--- config.mk ---
export PLATFORM = sky130hd
export DESIGN_NAME = step_pack_tx
export DESIGN_NICKNAME = d
export VERILOG_FILES = /design/src/rtl/step_pack_tx.sv
export SDC_FILE = /design/constraint.sdc
export NUM_CORES = 1
export LEC_CHECK = 0
export ABC_AREA = 1
export BUFFER_PORTS_ARGS = -buffer_cell sky130_fd_sc_hd__buf_2
export CAP_MARGIN = 30
export CORE_ASPECT_RATIO = 0.8
export CORE_MARGIN = 1.5
export CORE_UTILIZATION = 50
export CTS_CLUSTER_DIAMETER = 80
export CTS_CLUSTER_SIZE = 14
export DETAILED_ROUTE_END_ITERATION = 6
export MAX_ROUTING_LAYER = met4
export PLACE_DENSITY = 0.77
export SKIP_CTS_REPAIR_TIMING = 1
export SKIP_LAST_GASP = 1
export SLEW_MARGIN = 30
export SYNTH_ARGS = -nofsm -noshare
export SYNTH_HDL_FRONTEND = slang
export SYNTH_SLANG_ARGS = --single-unit
--- constraint.sdc ---
create_clock -name clk -period 1.65 [get_ports clk]
set_input_delay 0.165 -clock clk [delete_from_list [all_inputs] [get_ports clk]]
set_output_delay 0.165 -clock clk [all_outputs]
set_load 0.02 [all_outputs]
--- src/rtl/step_pack_tx.sv ---
// step_pack_tx: packs one 560-bit CPU step and streams it out LSB byte first.
// Define STEP_PACK_CHECKSUM_EN to append an XOR checksum byte (71-byte frame).
module step_pack_tx (
  input  logic        clk,
  input  logic        rst_n,
  input  logic        in_valid,
  output logic        in_ready,
  input  logic [95:0] raw_instr,
  input  logic [31:0] eax,
  input  logic [31:0] ebx,
  input  logic [31:0] ecx,
  input  logic [31:0] edx,
  input  logic [31:0] esi,
  input  logic [31:0] edi,
  input  logic [31:0] esp,
  input  logic [31:0] ebp,
  input  logic [31:0] eip,
  input  logic [31:0] eflags,
  input  logic [71:0] raw_hint1,
  input  logic [71:0] raw_hint2,
  output logic [7:0]  tx_data,
  output logic        tx_valid,
  input  logic        tx_ready,
  output logic        tx_last,
  output logic        busy
);

  typedef enum logic {IDLE, SEND} state_t;

`ifdef STEP_PACK_CHECKSUM_EN
  localparam logic [6:0] LAST = 7'd70;
`else
  localparam logic [6:0] LAST = 7'd69;
`endif

  state_t           state;
  state_t           state_nx;
  logic [69:0][7:0] step_q;
  logic [6:0]       idx;
  logic [7:0]       sel;
  logic             accept;
  logic             hs;

  assign in_ready = (state == IDLE);
  assign busy     = (state == SEND);
  assign tx_valid = busy;
  assign tx_last  = busy && (idx == LAST);
  assign accept   = in_valid && in_ready;
  assign hs       = tx_valid && tx_ready;
  assign tx_data  = sel;

  always_ff @(posedge clk or negedge rst_n) begin
    if (!rst_n) begin
      state  <= IDLE;
      idx    <= '0;
      step_q <= '0;
    end else begin
      state <= state_nx;
      if (accept) begin
        step_q <= {raw_hint2, raw_hint1,
                   eflags, eip, ebp, esp, edi,
                   esi, edx, ecx, ebx, eax,
                   raw_instr};
      end
      if (hs) begin
        idx <= tx_last ? 7'd0 : idx + 7'd1;
      end
    end
  end

  always_comb begin
    state_nx = state;
    case (state)
      IDLE: if (in_valid) state_nx = SEND;
      SEND: if (hs && tx_last) state_nx = IDLE;
      default: state_nx = IDLE;
    endcase
  end

`ifdef STEP_PACK_CHECKSUM_EN
  logic [7:0] csum;

  always_comb begin
    csum = '0;
    for (int k = 0; k < 70; k++) begin
      csum = csum ^ step_q[k];
    end
  end

  always_comb begin
    sel = '0;
    if (busy) begin
      if (idx < 7'd70) sel = step_q[idx];
      else             sel = csum;
    end
  end
`else
  // Output forced to zero when idle so nothing stale leaks onto the link.
  always_comb begin
    sel = '0;
    if (busy) sel = step_q[idx];
  end
`endif

endmodule
# Word level (Yosys, flattened, before mapping)

Index checks and enable logic that the tools add are counted.
Widths: inputs -> output; s select.

Register bits after elaboration: 568
Input port bits: 564
Word-level logic and storage cells: 87

Add/sub/neg operators: 1
Order comparisons: 1
Equality and inequality tests: 1
Mux-type cells: 7
Bitwise gates (word level): 1
Reduce and logical (&&, ||, !) cells: 4

Operators with widths:

| cell                | number |
|---|---|
| $bmux 8 s7          | 1 |
| $mux 8              | 2 |
| $lt 7x8->1 const B  | 1 |
| $add 7x1->7 const B | 1 |
| $eq 7x7->1 const B  | 1 |
| $mux 7              | 1 |
| $logic_and 1x1->1   | 4 |
| $mux 1              | 2 |
| $pmux 1 s2          | 1 |
| $not 1->1           | 1 |

# Logic depth before layout (Yosys ltp)

Gate-level depths: netlist (run 1).

Depth in word-level cells: 5
Depth in mapped cells: 17
Mapped depth without buffers: 14

# Worst setup path after synthesis (run 1)

No wires, ideal clock.

Path type: reg2out
Start: register idx[0]
End: output port tx_data[3]
Arrival time: 1.776 ns
Path slack: -0.291 ns
Stages on the path, launching flop included: 11
Path buffers: 5
Cells stage by stage: dfrtp_1 -> buf_4 -> inv_4 -> buf_6 -> buf_6 -> buf_4 -> buf_4 -> o21ai_1 -> o21ai_0 -> nand2_1 -> a21oi_1

Longest elaborated chain between the ends: 3

RTL lines:

| what                         | line | source |
|---|---|---|
| start: declaration           | 39   | `logic [6:0] idx;` |
| start signal: assignment     | 66   | `idx <= tx_last ? 7'd0 : idx + 7'd1;` |
| $bmux 8 s7                   | 101  | `if (busy) sel = step_q[idx];` |
| $mux 8 (not written as such) | 101  |  |
| $mux 8                       | 101  |  |
| end: declaration             | 21   | `output logic [7:0] tx_data,` |

Every way passes these cells. The select of a mux whose other input is x is not followed.

# Worst setup path after layout (run 1)

Start: register idx[0]
End: output port tx_data[0]

The elaborated chain is that of the path after synthesis.

==> flow_summary.yaml, run 1 <==
cts:
  clockBufferDepth: 3
  clockRootBuffer: "clkbuf_16"
  clk_latency_ns: 0.59
  tritoncts: "done"
  numCtsBuffers: 47
  clk_pin_slew_ns: 0.08
  htree_num_levels: 2
  cts.sinks: 568
place:
  port-buffer-count: 575
  post-dp-hpwl_mm: 66.9
  post-place-cells: 4226
  finalWeightedCongestion: 0.963
detailed_routing:
  initialDrtViolationCount: 4355
  avgViaCountPerCell: 6.00
  post-route-drc-count: 0
  firstDrtPassIters: 6
  routed_wire_length_per_instance_um: 25.7
  via_count_of_the_routed_design: 29600
  antenna_left: 0
  detail_route.wirelength_mm: 127
grt:
  globalRouteTotalUtil_pct: 32.9
  grtUsageMet1_pct: 44.0
  gr-usage-met2_pct: 50.4
  grt.overflow.total: 0
  antenna_found_initial: 37
  top_usage_layer: "met2"
  grt_util_met3_pct: 4.53
  vias_in_the_first_global_route: 23400
  grt_max_degree: 88
  grt_first_pass_wirelength_mm: 135
run_status:
  status: "finished with violations"
  violated_checks: "setup timing"
timing:
  rsz0062_at_grt: "yes"
  min_period_ns: 3.17
  worst_slack_ns: -1.52
  worst-slew-pin-transition_ns: 0.628
  slew_violations: 0
  final_min_period_over_clock_period_pct: 192
  fin_hold_ws_ns: 0.0752
  max_freq_ghz: 0.315
  maxSlewHeadroom_pct: 58.2
  clock_skew_ns: 0.0260
  final-setup-viol-count: 112
  report.final.hold_viol_count: 0
pwr:
  seq_power_share_pct: 33.3
  clock_power_share_pct: 14.5
  netSwitchingPower_uw: 31300
  cellLeakagePower_uw: 0.0208
  power.combinational.fraction_pct: 52.2
  power_density_nw_per_um2: 1780
  vdd_drop_max_uv: 1030
  power.internal_uw: 42400
  sw_frac_of_total_pct: 42.5
synthesis:
  ys.warnings.count: 0
  compound_gate_portion_of_the_synthesized_area_pct: 7.39
  fraction_of_post_synthesis_cell_area_in_the_top_cell_type_by_area_pct: 52.5
  ys_seq_area_share_pct: 52.5
  synthCells: 2903
  synthesis.area_per_instance_um2: 9.32
  mappedNetlistNets: 3469
  yosys.area_share.simple_pct: 17.2
  main_combinational_cell_family_by_area_after_synthesis: "simple AND/OR/NAND/NOR gates"
  post_synth_fa_ha_maj_area_fraction_pct: 0.0925
  synth.distinct_cells: 28
  ys_ff_latch: 568
  yosys-top-cells-area: "dfrtp_1 (53%), mux2_2 (16%), nor2_1 (6.7%)"
  netlist_area_um2: 27100
  yosysTopAreaCell: "dfrtp_1"
  yosys.area_share.xor_xnor_pct: 0.0324
  synth.mux.area_fraction_pct: 16.4
worst_setup_path:
  r2r_slack_ns: -0.24
  r2r-start: "idx[1]"
  required_ns: 1.48
  crit_path_top_delay_cell: "dfrtp_4"
  cell_breakdown_of_the_critical_path: "buf_6 -> buf_12 -> buf_8 -> nor2_1 -> nor2_1 -> o21ai_0 -> nand3_1 -> nand3_2 -> nand2_1 -> nand2_2 -> nand3_2 -> nand2_2 -> a21oi_4 -> buf_6"
  critical_path.max_fanout: 11
  critical_path_arrival_ns: 3.01
  bufs_and_invs_on_worst_path: 4
  critical-path-max-stage-delay_ns: 0.48
  endpoint_kind: "output port"
  category_of_the_worst_setup_path_launch_point: "flop"
  timing_worst_setup_path_type: "flop to output port"
  critical_path.startpoint: "idx[0]"
  cpLargestDelayFamily: "simple AND/OR/NAND/NOR gates"
floorplanning:
  placeableCoreArea_um2: 53600
  boundaryPins: 576
  floorplan.initialDensity_pct: 50.4
  die_h_um: 211
  die_width_um: 263
  die_area_um2: 55500
  core.rowCount: 76
flow_run:
  number_of_max_cap_violations: 0
final_layout:
  layout-drive-gt1-share_pct: 35.6
  final_cells: 4932
  layout_common_cells: "dfrtp_1 (564), buf_2 (564), dlygate4sd3_1 (561)"
  nNetsFinal: 4747
  fin_util_pct: 77.1
  seq_area_um2: 14200
  layout.filler_cells: 3080
  area_used_by_multi_input_combinational_logic_um2: 11800
  area.growth.synth_to_final_pct: 52.7
hold_path:
  min-delay-path-class: "input port to asynchronous set/reset pin"
[kinds of logic (layout without fill, tap and decap cells)]
group                      Yosys count  count (layout)
AOI/OAI and AO/OA                  383             383
xor gates and xnor gates             1               1
adders and majority gates            2               2
buffers and inverters              394            1679
DFF                                568             568
muxes                              393             393
other                                0              42
and+or+nand+nor                   1162            1162
[through the flow]
stage / TNS [ns] / total power, uW / setup slack (ns) / area (um2)
after global routing: -20.44 / 76500 / -1.74 / 41300
after detailed placement: -8.11 / 53200 / -0.877 / 32500
final: -17.27 / 73700 / -1.52 / 41300
after floorplan: -0.948 / 41300 / -0.116 / 27300
after CTS: -14.49 / 63700 / -1.52 / 33800
after global placement: -7.89 / 52300 / -0.879 / 32500
[layer usage]
metal  vias up  wire [um]
met5         -          0
met3       933      15200
met1     14000      43800
met4         0      10600
met2      2554      57000
li1      12100          -
[area by class of cell]
type                    instances  area share (%)
flip-flops and latches        568            34.4
repair buffers               1419            29.5
multi-input cells            1941            28.6
clock buffers                  53            2.92
well taps                     702            2.13
inverters                     202            1.90
diodes                         42           0.254
clock inverters                 3           0.133
repair inverters                2          0.0666
[power by group through the flow]
stage / logic [uW] / registers, uW / clock network, uW
after detailed placement: 29500 / 23700 / 0
after global placement: 28800 / 23400 / 0
after floorplan: 19100 / 22200 / 0
after CTS: 29700 / 23500 / 10500
final: 38500 / 24500 / 10700
after global routing: 40600 / 24800 / 11100
[synthesized netlist by cell type]
| cell | instances |
|---|---|
| dfrtp_1 | 568 |
| nor2_1 | 482 |
| nand2_1 | 467 |
| mux2_2 | 393 |
| nand3_1 | 202 |
| inv_1 | 195 |
| a21oi_1 | 188 |
| o21ai_0 | 145 |
| buf_2 | 109 |
| clkbuf_1 | 44 |
| o211ai_1 | 25 |
| buf_4 | 17 |
| buf_1 | 16 |
| o21ai_1 | 12 |
| o22ai_1 | 9 |
| or2_2 | 7 |
| buf_6 | 6 |
| clkinv_1 | 5 |
| a31oi_1 | 2 |
| ha_1 | 2 |
| nor3_1 | 2 |
| a221oi_1 | 1 |
| inv_2 | 1 |
| inv_4 | 1 |
| nand4_1 | 1 |
| nor4_4 | 1 |
| o21a_1 | 1 |
| xor2_1 | 1 |
[state kept, by name (all words and copies together), names as in the netlist]
signal,count
step_q,560
busy,1
idx,7
[path summary, 6_finish.rpt]
check	end	cells after the start
worst max-delay path	tx_data[0]	14
min in group clk	busy	4
worst max register to register	busy	9
worst min-delay path	step_q[483]	2
worst min register to register	step_q[534]	1
max in group asynchronous	step_q[198]	4
Note: power is estimated with default switching activity, not from simulation.
==> run 2, diff against run 1 <==
==> constraint.sdc (replaced) <==
create_clock -name clk -period 1.65 [get_ports clk]
set_input_delay 0.165 -clock clk [delete_from_list [all_inputs] [get_ports clk]]
set_output_delay 0.165 -clock clk [all_outputs]
set_load 0.01 [all_outputs]
==> run 2 against run 1 <==
Net effect:
- the flow still finishes with violations (setup timing)
- sequential cell count is the same
- die area unchanged
- first-iteration DRC count grew 2.7%
- combinational power is 3% lower
- clock-buffer cell count shrank 1
- clock power barely moved
- sequential share of layout area rose by 0.31 points
- sequential power barely moved
- largest power group unchanged
- clock skew fell by 0.0085 ns
==> flow_summary.yaml, run 2 (synthesis results as in run 1) <==
detailed_routing:
  antenna_left: 0
  avgViaCountPerCell: 6.02
  via_count_of_the_routed_design: 29800
  initialDrtViolationCount: 4472
  detail_route.wirelength_mm: 125
  firstDrtPassIters: 7
  post-route-drc-count: 0
  routed_wire_length_per_instance_um: 25.3
cts:
  clk_latency_ns: 0.61
  tritoncts: "done"
  clockRootBuffer: "clkbuf_16"
  numCtsBuffers: 46
  htree_num_levels: 2
  clk_pin_slew_ns: 0.08
  cts.sinks: 568
  clockBufferDepth: 3
place:
  finalWeightedCongestion: 0.948
  port-buffer-count: 575
  post-place-cells: 4263
  detailed_place.area_um2: 32700
  post-dp-hpwl_mm: 67.5
final_layout:
  layout.filler_cells: 3084
  cell_area_after_layout_um2: 41000
  layout-drive-gt1-share_pct: 35.1
  fin_util_pct: 76.4
  area.growth.synth_to_final_pct: 51.4
  layout_common_cells: "buf_2 (571), dfrtp_1 (565), dlygate4sd3_1 (562)"
  leading_cell_type_in_the_layout_fill_and_taps_excluded: "buf_2"
  final_cells: 4949
  nNetsFinal: 4768
  top_register: "step_q"
  largest_register_ffs: 560
timing:
  fin_hold_ws_ns: 0.0533
  maxSlewHeadroom_pct: 36.9
  final_min_period_over_clock_period_pct: 214
  report.final.hold_viol_count: 0
  clock_skew_ns: 0.0175
  min_period_ns: 3.53
  rsz0062_at_grt: "yes"
  fin_tns_setup_ns: -13.70
  max_freq_ghz: 0.284
  worst-slew-pin-transition_ns: 0.937
  final-setup-viol-count: 20
  slew_violations: 0
  worst_slack_ns: -1.88
floorplanning:
  die_area_um2: 55500
  core.rowCount: 76
  placeableCoreArea_um2: 53600
  floorplan.initialDensity_pct: 50.4
  die_width_um: 263
  die_h_um: 211
  boundaryPins: 576
run_status:
  violated_checks: "setup timing"
  status: "finished with violations"
grt:
  grt_util_met3_pct: 7.32
  globalRouteTotalUtil_pct: 33.1
  grt.overflow.total: 0
  gr-usage-met2_pct: 50.6
  top_usage_layer: "met2"
  grt_first_pass_wirelength_mm: 135
  vias_in_the_first_global_route: 23500
  antenna_found_initial: 24
  grt_max_degree: 65
  grtUsageMet1_pct: 42.7
worst_setup_path:
  category_of_the_worst_setup_path_launch_point: "flop"
  critical_path.max_fanout: 28
  endpoint_kind: "output port"
  timing_worst_setup_path_type: "flop to output port"
  required_ns: 1.48
  critical_path_arrival_ns: 3.36
pwr:
  power_density_nw_per_um2: 1770
  power.internal_uw: 42200
  vdd_drop_max_uv: 1120
  seq_power_share_pct: 33.7
  clock_power_share_pct: 14.9
  power.combinational.fraction_pct: 51.4
  cellLeakagePower_uw: 0.0207
  netSwitchingPower_uw: 30400
  sw_frac_of_total_pct: 41.9
hold_path:
  min-delay-path-class: "input port to asynchronous set/reset pin"
flow_run:
  number_of_max_cap_violations: 0
-- run 2: cell types whose count changed in the layout (fill, tap and decap cells not counted), sizes merged --
cell,delta
diode,-2
inv,+2
clkinv,-7
clkbuf,-14
dlygate4sd3,+1
clkinvlp,+1
buf,+36
-- run 2: through the flow --
stage / total power [uW] / setup WS [ns]
6_report: 72600 / -1.88
5_1_grt: 75400 / -1.88
4_1_cts: 63600 / -1.62
3_5_place_dp: 53100 / -0.956
3_3_place_gp: 52200 / -0.936
2_1_floorplan: 40900 / -0.0591
-- run 2: worst max-delay path: stages (launching register included) --
cell and delay [ns]:
dfrtp_4 0.56, clkinv_8 0.14, buf_4 0.21, buf_12 0.17, o21ai_0 0.75, nand3_1 0.15
nand3_1 0.17, nand2_1 0.11, nand2_4 0.09, nand3_2 0.08, nand2_2 0.09, a21oi_2 0.07
buf_4 0.15
-- run 2: routing by layer --
| metal | vias to the layer above | part of all wire [%] |
|---|---|---|
| li1 | 12100 | - |
| met1 | 14000 | 34 |
| met2 | 2738 | 45 |
| met3 | 980 | 12 |
| met4 | 0 | 8.3 |
| met5 | - | 0 |
-- run 2: worst paths after layout --
check	startpoint	end	slack (ns)	depth (start not counted)
setup reg to reg	busy	step_q[485]	-0.17	6
min in group clk	tx_ready	idx[0]	0.12	5
max in group asynchronous	rst_n	step_q[76]	0.74	4
hold / removal	rst_n	step_q[251]	0.05	2
setup / recovery	idx[0]	tx_data[0]	-1.88	12
hold reg to reg	step_q[472]	step_q[472]	0.50	1
-- run 2: power groups by stage --
stage	registers, uW	clock network [uW]	logic [uW]
after detailed placement	23600	0	29400
final	24500	10800	37300
after global routing	24700	11300	39400
after floorplan	22200	0	18700
after CTS	23400	10500	29600
after global placement	23400	0	28800
-- run 2: area by class of cell --
cell class / count / area [um2] / share of cell area (%)
antenna: 40 / 100 / 0.244
clock buffer: 52 / 1250 / 3.05
clock inverter: 1 / 30.0 / 0.0733
inverter: 202 / 782 / 1.91
multi-input combinational: 1941 / 11700 / 28.5
sequential: 568 / 14200 / 34.7
tap: 702 / 878 / 2.14
timing repair buffer: 1443 / 12000 / 29.4
